===== src/rtl/cpu19_pkg.sv =====
// cpu19_pkg: shared widths, call/return FSM states and fault codes
package cpu19_pkg;
    localparam int ADDR_W = 19;
    localparam int DEPTH  = 15;
    typedef enum logic [2:0] {IDLE, CALL_PUSH, RET_POP, RESP, FAULT} crc_state_t;
    localparam logic [1:0] FLT_NONE = 2'd0;
    localparam logic [1:0] FLT_OVF  = 2'd1;
    localparam logic [1:0] FLT_UNF  = 2'd2;
    localparam logic [1:0] FLT_ILL  = 2'd3;
endpackage


===== src/rtl/call_return_ctrl_if.sv =====
// call_return_ctrl_if: decode-side request/response and return-stack signals
interface call_return_ctrl_if;
    import cpu19_pkg::*;
    logic              call_req;
    logic              ret_req;
    logic [ADDR_W-1:0] cur_pc;
    logic [ADDR_W-1:0] call_target;
    logic              fault_clear;
    logic              busy;
    logic              done;
    logic [ADDR_W-1:0] next_pc;
    logic              fault;
    logic [1:0]        fault_code;
    logic [3:0]        call_depth;
    logic              stk_push;
    logic              stk_pop;
    logic [ADDR_W-1:0] stk_push_data;
    logic [ADDR_W-1:0] stk_pop_data;
    logic              stk_empty;
    logic              stk_full;
    modport master (
        output call_req, ret_req, cur_pc, call_target, fault_clear, stk_pop_data, stk_empty, stk_full,
        input  busy, done, next_pc, fault, fault_code, call_depth, stk_push, stk_pop, stk_push_data
    );
    modport slave (
        input  call_req, ret_req, cur_pc, call_target, fault_clear, stk_pop_data, stk_empty, stk_full,
        output busy, done, next_pc, fault, fault_code, call_depth, stk_push, stk_pop, stk_push_data
    );
endinterface


===== src/rtl/call_return_ctrl.sv =====
// call_return_ctrl: CALL/RET sequencer for the return-address stack with sticky fault reporting
module call_return_ctrl
    import cpu19_pkg::*;
(
    input logic clk,
    input logic reset,
    call_return_ctrl_if.slave bus
);
    crc_state_t        state_q, state_d;
    logic [ADDR_W-1:0] ret_addr_q, ret_addr_d;
    logic [ADDR_W-1:0] tgt_q, tgt_d;
    logic [ADDR_W-1:0] next_pc_q, next_pc_d;
    logic [1:0]        fault_code_q, fault_code_d;
    logic [3:0]        depth_q, depth_d;
    always_ff @(posedge clk) begin
        if (reset) begin
            state_q      <= IDLE;
            ret_addr_q   <= '0;
            tgt_q        <= '0;
            next_pc_q    <= '0;
            fault_code_q <= FLT_NONE;
            depth_q      <= '0;
        end else begin
            state_q      <= state_d;
            ret_addr_q   <= ret_addr_d;
            tgt_q        <= tgt_d;
            next_pc_q    <= next_pc_d;
            fault_code_q <= fault_code_d;
            depth_q      <= depth_d;
        end
    end
    always_comb begin
        state_d      = state_q;
        ret_addr_d   = ret_addr_q;
        tgt_d        = tgt_q;
        next_pc_d    = next_pc_q;
        fault_code_d = fault_code_q;
        depth_d      = depth_q;
        case (state_q)
            IDLE: begin
                // illegal dual request outranks the full/empty checks
                if (bus.call_req && bus.ret_req) begin
                    state_d      = FAULT;
                    fault_code_d = FLT_ILL;
                end else if (bus.call_req) begin
                    state_d      = bus.stk_full ? FAULT : CALL_PUSH;
                    fault_code_d = bus.stk_full ? FLT_OVF : fault_code_q;
                    ret_addr_d   = bus.cur_pc + 1'b1;
                    tgt_d        = bus.call_target;
                end else if (bus.ret_req) begin
                    state_d      = bus.stk_empty ? FAULT : RET_POP;
                    fault_code_d = bus.stk_empty ? FLT_UNF : fault_code_q;
                end
            end
            CALL_PUSH: begin
                next_pc_d = tgt_q;
                depth_d   = depth_q + 4'd1;
                state_d   = RESP;
            end
            RET_POP: begin
                next_pc_d = bus.stk_pop_data;
                depth_d   = depth_q - 4'd1;
                state_d   = RESP;
            end
            RESP: state_d = IDLE;
            FAULT: begin
                state_d      = bus.fault_clear ? IDLE : FAULT;
                fault_code_d = bus.fault_clear ? FLT_NONE : fault_code_q;
            end
            default: state_d = IDLE;
        endcase
    end
    always_comb begin
        bus.busy          = state_q != IDLE;
        bus.done          = state_q == RESP;
        bus.fault         = state_q == FAULT;
        bus.fault_code    = fault_code_q;
        bus.next_pc       = next_pc_q;
        bus.call_depth    = depth_q;
        bus.stk_push      = state_q == CALL_PUSH;
        bus.stk_pop       = state_q == RET_POP;
        bus.stk_push_data = state_q == CALL_PUSH ? ret_addr_q : '0;
    end
endmodule


===== src/flat_wrapper.sv =====
// flat-port wrapper written by rule: the top's interface ports become plain ports
module call_return_ctrl_flat import cpu19_pkg::*;
  (clk, reset, bus_call_req, bus_ret_req, bus_cur_pc, bus_call_target, bus_fault_clear, bus_stk_pop_data, bus_stk_empty, bus_stk_full, bus_busy, bus_done, bus_next_pc, bus_fault, bus_fault_code, bus_call_depth, bus_stk_push, bus_stk_pop, bus_stk_push_data);
  call_return_ctrl_if bus_i ();
  input logic clk;
  input logic reset;
  input wire logic [$bits(bus_i.call_req)-1:0] bus_call_req;
  input wire logic [$bits(bus_i.ret_req)-1:0] bus_ret_req;
  input wire logic [$bits(bus_i.cur_pc)-1:0] bus_cur_pc;
  input wire logic [$bits(bus_i.call_target)-1:0] bus_call_target;
  input wire logic [$bits(bus_i.fault_clear)-1:0] bus_fault_clear;
  input wire logic [$bits(bus_i.stk_pop_data)-1:0] bus_stk_pop_data;
  input wire logic [$bits(bus_i.stk_empty)-1:0] bus_stk_empty;
  input wire logic [$bits(bus_i.stk_full)-1:0] bus_stk_full;
  output wire logic [$bits(bus_i.busy)-1:0] bus_busy;
  output wire logic [$bits(bus_i.done)-1:0] bus_done;
  output wire logic [$bits(bus_i.next_pc)-1:0] bus_next_pc;
  output wire logic [$bits(bus_i.fault)-1:0] bus_fault;
  output wire logic [$bits(bus_i.fault_code)-1:0] bus_fault_code;
  output wire logic [$bits(bus_i.call_depth)-1:0] bus_call_depth;
  output wire logic [$bits(bus_i.stk_push)-1:0] bus_stk_push;
  output wire logic [$bits(bus_i.stk_pop)-1:0] bus_stk_pop;
  output wire logic [$bits(bus_i.stk_push_data)-1:0] bus_stk_push_data;
  assign bus_i.call_req = bus_call_req;
  assign bus_i.ret_req = bus_ret_req;
  assign bus_i.cur_pc = bus_cur_pc;
  assign bus_i.call_target = bus_call_target;
  assign bus_i.fault_clear = bus_fault_clear;
  assign bus_i.stk_pop_data = bus_stk_pop_data;
  assign bus_i.stk_empty = bus_stk_empty;
  assign bus_i.stk_full = bus_stk_full;
  assign bus_busy = bus_i.busy;
  assign bus_done = bus_i.done;
  assign bus_next_pc = bus_i.next_pc;
  assign bus_fault = bus_i.fault;
  assign bus_fault_code = bus_i.fault_code;
  assign bus_call_depth = bus_i.call_depth;
  assign bus_stk_push = bus_i.stk_push;
  assign bus_stk_pop = bus_i.stk_pop;
  assign bus_stk_push_data = bus_i.stk_push_data;
  call_return_ctrl u_core (.clk(clk), .reset(reset), .bus(bus_i));
endmodule

===== config.mk =====
export PLATFORM = sky130hd
export DESIGN_NAME = call_return_ctrl_flat
export DESIGN_NICKNAME = d
export VERILOG_FILES = /design/src/rtl/cpu19_pkg.sv /design/src/rtl/call_return_ctrl_if.sv /design/src/rtl/call_return_ctrl.sv /design/src/flat_wrapper.sv
export SDC_FILE = /design/constraint.sdc
export NUM_CORES = 1
export LEC_CHECK = 0
export CELL_PAD_IN_SITES_DETAIL_PLACEMENT = 1
export CELL_PAD_IN_SITES_GLOBAL_PLACEMENT = 2
export CORE_MARGIN = 3
export CORE_UTILIZATION = 22
export CTS_BUF_LIST = sky130_fd_sc_hd__clkbuf_16
export DETAILED_ROUTE_END_ITERATION = 16
export PLACE_DENSITY = 0.84
export SLEW_MARGIN = 20
export SYNTH_ARGS = -nofsm -noshare
export SYNTH_HDL_FRONTEND = slang
export SYNTH_SLANG_ARGS = --single-unit

===== constraint.sdc =====
create_clock -name clk -period 2.3 [get_ports clk]
set_clock_uncertainty 0.1 [all_clocks]
set_input_delay 0.345 -clock clk [delete_from_list [all_inputs] [get_ports clk]]
set_output_delay 0.345 -clock clk [all_outputs]
set_load 0.03 [all_outputs]

* Yosys cells after proc, flatten, opt, wreduce, memory -nomap -nowiden
Cells that the tools add are included.
** Cells by class
- Bitwise gates (word level) :: 1
- Equal/unequal tests :: 8
- Reduce and logical (&&, ||, !) cells :: 8
- Muxes and demuxes :: 17
- Add/subtract/negate cells :: 3
** Operators with widths (number)
- 19-bit one-hot mux with 2 select lines :: 1
- 19-bit by 1-bit adder with 19-bit output (second input constant) :: 1
- 19-bit two-way mux :: 1
- 3-bit two-way mux :: 6
- 2-bit two-way mux :: 6
- 4-bit by 3-bit inequality test with 1-bit output (second input constant) :: 3
- 3-bit one-hot mux with 3 select lines :: 1
- 4-bit one-hot mux with 2 select lines :: 1
- 3-bit by 2-bit equality test with 1-bit output (second input constant) :: 2
- 5-bit AND reduction :: 1
- 4-bit by 1-bit adder with 4-bit output (second input constant) :: 1
- 2-bit one-hot mux with 2 select lines :: 1
- 2-bit nonzero test :: 2
- 4-bit by 1-bit subtractor with 4-bit output (second input constant) :: 1
- 3-bit by 1-bit equality test with 1-bit output (second input constant) :: 1
- 3-bit equality test (second input constant) :: 1
- 3-bit logical NOT :: 1
- 3-bit AND reduction :: 1
- 3-bit nonzero test :: 1
- 2-bit inequality test (second input constant) :: 1
- 2-bit OR reduction :: 1
- 1-bit logical AND :: 1
- 1-bit NOT :: 1
** Word-level totals
- Output and inout port bits :: 49
- Input bits :: 64
- Register bits after elaboration :: 66
- Logic and storage cells :: 43

* Depth between registers and ports, before layout
- Word-level depth :: 5
- Mapped depth :: 10
- Depth with buffers taken out :: 8

* Least setup slack after synthesis
No wires, ideal clock.
- Path type :: register to register
- Start :: reg u_core.state_q[1]
- End :: reg u_core.depth_q[2] (netlist: u_core.bus.call_depth[2])
- Setup slack :: -0.136 ns
- Cell stages (with the launch flop) :: 10
- Path buffers :: 2
- Arrival :: 2.209 ns
- Period minus slack after synthesis :: 2.436 ns
- Required time :: 2.072 ns
- Library setup time :: 0.128 ns
- Path through :: dfxtp_1 > clkbuf_1 > nand2_1 > inv_2 > buf_1 > xor2_1 > ha_1 > mux2i_1 > xor2_1 > nor2_1
** On the way
- Word-level cells in the longest chain between the ends :: 2
- Elaborated cells on any way between the ends :: 4
- Those cells by class :: eq/ne (2); mux (1); reduce/logical (1)
** Ends and longest elaborated chain
- start: declaration :: RTL line call_return_ctrl.sv:9 : crc_state_t state_q, state_d;
- start signal: assignment :: RTL line call_return_ctrl.sv:24 : state_q <= state_d;
- 3-bit by 2-bit equality test with 1-bit output *
- net bus_stk_pop :: RTL line flat_wrapper.sv:22 : output wire logic [$bits(bus_i.stk_pop)-1:0] bus_stk_pop;
- 4-bit one-hot mux with 2 select lines / 2-bit nonzero test (equally long branches)
- end signal: assignment :: RTL line call_return_ctrl.sv:29 : depth_q <= depth_d;
- end: declaration :: RTL line call_return_ctrl.sv:14 : logic [3:0] depth_q, depth_d;
Mark *: on every way through the listed nets, which the timed path passes. The rest lies on a longest branch.
A chain may end at the register's enable or synchronous reset.

* Worst setup path in the final report
- Start :: reg u_core.state_q[2]
- End :: out bus_stk_push_data[18]
** On the way
- Word-level cells in the longest chain between the ends :: 2
** Ends and longest elaborated chain
- 3-bit by 1-bit equality test with 1-bit output :: RTL line call_return_ctrl.sv:82 : bus.stk_push_data = state_q == CALL_PUSH ? ret_addr_q : '0;
- 19-bit two-way mux :: RTL line call_return_ctrl.sv:82
- end: declaration :: RTL line flat_wrapper.sv:23 : output wire logic [$bits(bus_i.stk_push_data)-1:0] bus_stk_push_data;
Every way passes these cells.

==> results.json <==
{
  "status": "finished clean",
  "ys_types": 42,
  "slew_violations": 0,
  "finalCriticalPeriod_ns": 2.21,
  "ant_nets": 0,
  "rsz0062_at_grt": "false",
  "start_kind": "flip-flop",
  "clk_pin_slew_ns": 0.05,
  "ios": 113,
  "drc_errors": 0,
  "crit_required_ns": 1.86,
  "cts_setup_buffers": 0,
  "avgRoutedWirePerCell_um": 14.9,
  "final.setup.tns_ns": 0,
  "endpoint_kind": "output pin",
  "wirelength_um": 9970,
  "syn_area_per_cell_um2": 8.22,
  "p_total_mw": 4.30,
  "antenna_found_initial": 0,
  "cts_buffers": 9,
  "ys_ff_latch": 66,
  "coreArea_um2": 13300,
  "port_buffers": 112,
  "place_hpwl_um": 7240,
  "cts_tree": "yes",
  "multi_input_area_um2": 1570,
  "ys_seq_area_frac": 0.439,
  "synth_flop_cell": "dfxtp_1",
  "vias": 3061,
  "grt_max_degree": 57,
  "dieArea_um2": 15100,
  "clock_latency_ns": 0.32,
  "critPathMaxStageDelay_ns": 0.37,
  "worstHoldStart": "u_core.tgt_q[16]",
  "gp_congestion": 0.859,
  "arrival_ns": 1.77,
  "finalWorstSetupSlack_ns": 0.0898,
  "grt_overflow_total": 0,
  "fmax_mhz": 452,
  "cp_max_fo": 36,
  "timing.rr.start": "u_core.state_q[2]",
  "diodes": 0,
  "hold_depth": 2,
  "hold_viol": 0,
  "initial_core_util": 0.226,
  "power_leakage_nw": 1.78,
  "crit_chain": "buf_4 > nor3b_4 > buf_12 > and2_1 > buf_4",
  "clockBufferDepth": 2,
  "first_pass_iters": 4,
  "relSlewSlack": 0.597,
  "fp.dieH_um": 123,
  "ir_drop_mv": 0.378,
  "finalCritPeriodShare": 0.961,
  "synth_area_um2": 3010,
  "cts_hold_buf": 0,
  "track_usage": 0.132,
  "p_per_area_nw_per_um2": 887,
  "tightestPinTransition_ns": 0.597,
  "grt_pass1_wl_um": 15800,
  "area_growth_pct": 61.0,
  "r2r_cells": 6,
  "setup_violations": 0,
  "hold_class": "flip-flop to flip-flop",
  "cp_slowest_cell": "dfxtp_1",
  "htreeDepth": 3,
  "detailedPlace.worstSlack_ns": -0.0739,
  "num_rows": 42,
  "yosysWarnings": 0,
  "whs_endpoint": "u_core.tgt_q[16]",
  "cts_sinks": 66,
  "async_flop_share": 0,
  "drive_gt1_frac": 0.147,
  "crit_type": "flip-flop to output pin",
  "crit_top_cell": "buf_4",
  "regArea_um2": 1320,
  "synth_cells": 366,
  "synth_edf_count": 0,
  "drv_cap": 0,
  "r2r_end": "u_core.tgt_q[10]",
  "nets": 556,
  "synthesis.nets": 432,
  "root_buffer": "clkbuf_16",
  "nFillCells": 1555,
  "drtIter0Drc": 103,
  "viasPerCell": 4.56,
  "rrSetupSlack_ns": 0.34,
  "fp.dieW_um": 123,
  "grt_pass1_vias": 3304
}
## flip-flops by register name (all words and copies together) (netlist names)
register / count
u_core.bus.call_depth: 4
u_core.bus.fault_code: 2
u_core.bus.next_pc: 19
u_core.ret_addr_q: 19
u_core.state_q: 3
u_core.tgt_q: 19
## critical path: cells and delay by family, from the launching register on
| family | cells | cell delay (ns) |
|---|---|---|
| buf+inv | 3 | 0.60 |
| simple gates | 2 | 0.47 |
| flops | 1 | 0.37 |
## placed cells by master, fill, tap and decap left out, types with 6 or more instances in the layout
master and instances:
inv_1 6, nor2_1 32, a21oi_1 41, and2_1 21
a211oi_1 18, buf_12 9, a22oi_1 16, nand2_1 65
clkdlybuf4s50_1 88, o21ai_0 6, clkbuf_16 9, xor2_1 11
buf_4 38, dfxtp_1 65
## timing repair
action,4_1_cts,5_1_grt
hold endpoints to repair,0,0
setup endpoints to repair,1,5
gates cloned,0,0
resized for setup,1,2
## metal layers
layer  vias up  GRT usage  wire length [µm]
met5         -          0                 0
met2        78      0.233              4890
met4         0     0.0371                85
met1      1435      0.151              4310
met3         9     0.0457               684
li1       1539          -                 -
## cells by family after synthesis
logic type      Yosys count  share of synthesized area
compound gates           93                      0.198
xor+xnor                 15                     0.0437
fa+ha+maj                 2                    0.00832
buf+inv                  30                     0.0420
flops                    66                      0.439
mux                       5                     0.0166
simple gates            155                      0.252
## final cells by class
class	instances	share of cell area
clock buffer	9	0.0465
clock inverter	7	0.0227
tap	176	0.0455
sequential	66	0.273
multi-input combinational	270	0.325
inverter	5	0.00387
timing repair buffer	138	0.283
## where the power goes
part	switching (mW)	internal, mW
logic	0.756	0.565
clock network	0.489	1.05
registers	0.118	1.32
total	1.36	2.93
## cell usage after synthesis (4+ instances only)
master     n  area share
dfxtp_1   66        0.44
or3_1      4      0.0083
clkbuf_1  13       0.016
a211oi_1  18       0.045
nor3_1     4      0.0067
a21oi_1   41       0.068
and2_1    21       0.044
a22oi_1   16       0.040
xor2_1    11       0.032
and4_1     4       0.012
buf_2      8       0.013
nand3_1    4      0.0067
mux2i_1    5       0.017
nor2_1    33       0.041
inv_1      4      0.0050
nand4_1    5       0.010
nand2_1   65       0.081
xnor2_1    4       0.012
o21ai_0    6       0.010
## metrics by stage
| stage | hold WS, ns | std cells | cell area, µm² | util |
|---|---|---|---|---|
| floorplan | 0.332 | 366 | 3010 | - |
| global placement | 0.342 | 655 | 4510 | 0.339 |
| detailed placement | 0.346 | 655 | 4510 | 0.339 |
| CTS | 0.354 | 671 | 4840 | 0.364 |
| global route | 0.369 | 671 | 4840 | 0.364 |
| finish | 0.354 | 671 | 4840 | 0.364 |
## how the worst max path moves through the flow
stage,start,cells after the start,slack (ns),endpoint
floorplan,u_core.state_q[1],9,0.10,u_core.bus.call_depth[2]
global placement,bus_cur_pc[5],5,-0.02,u_core.ret_addr_q[15]
detailed placement,bus_cur_pc[7],5,-0.07,u_core.ret_addr_q[15]
CTS,u_core.state_q[0],4,0.04,bus_fault
global route,u_core.state_q[2],5,0.007,bus_stk_push_data[18]
finish,u_core.state_q[2],5,0.09,bus_stk_push_data[18]
No activity file was read; power rests on OpenSTA's default activity.
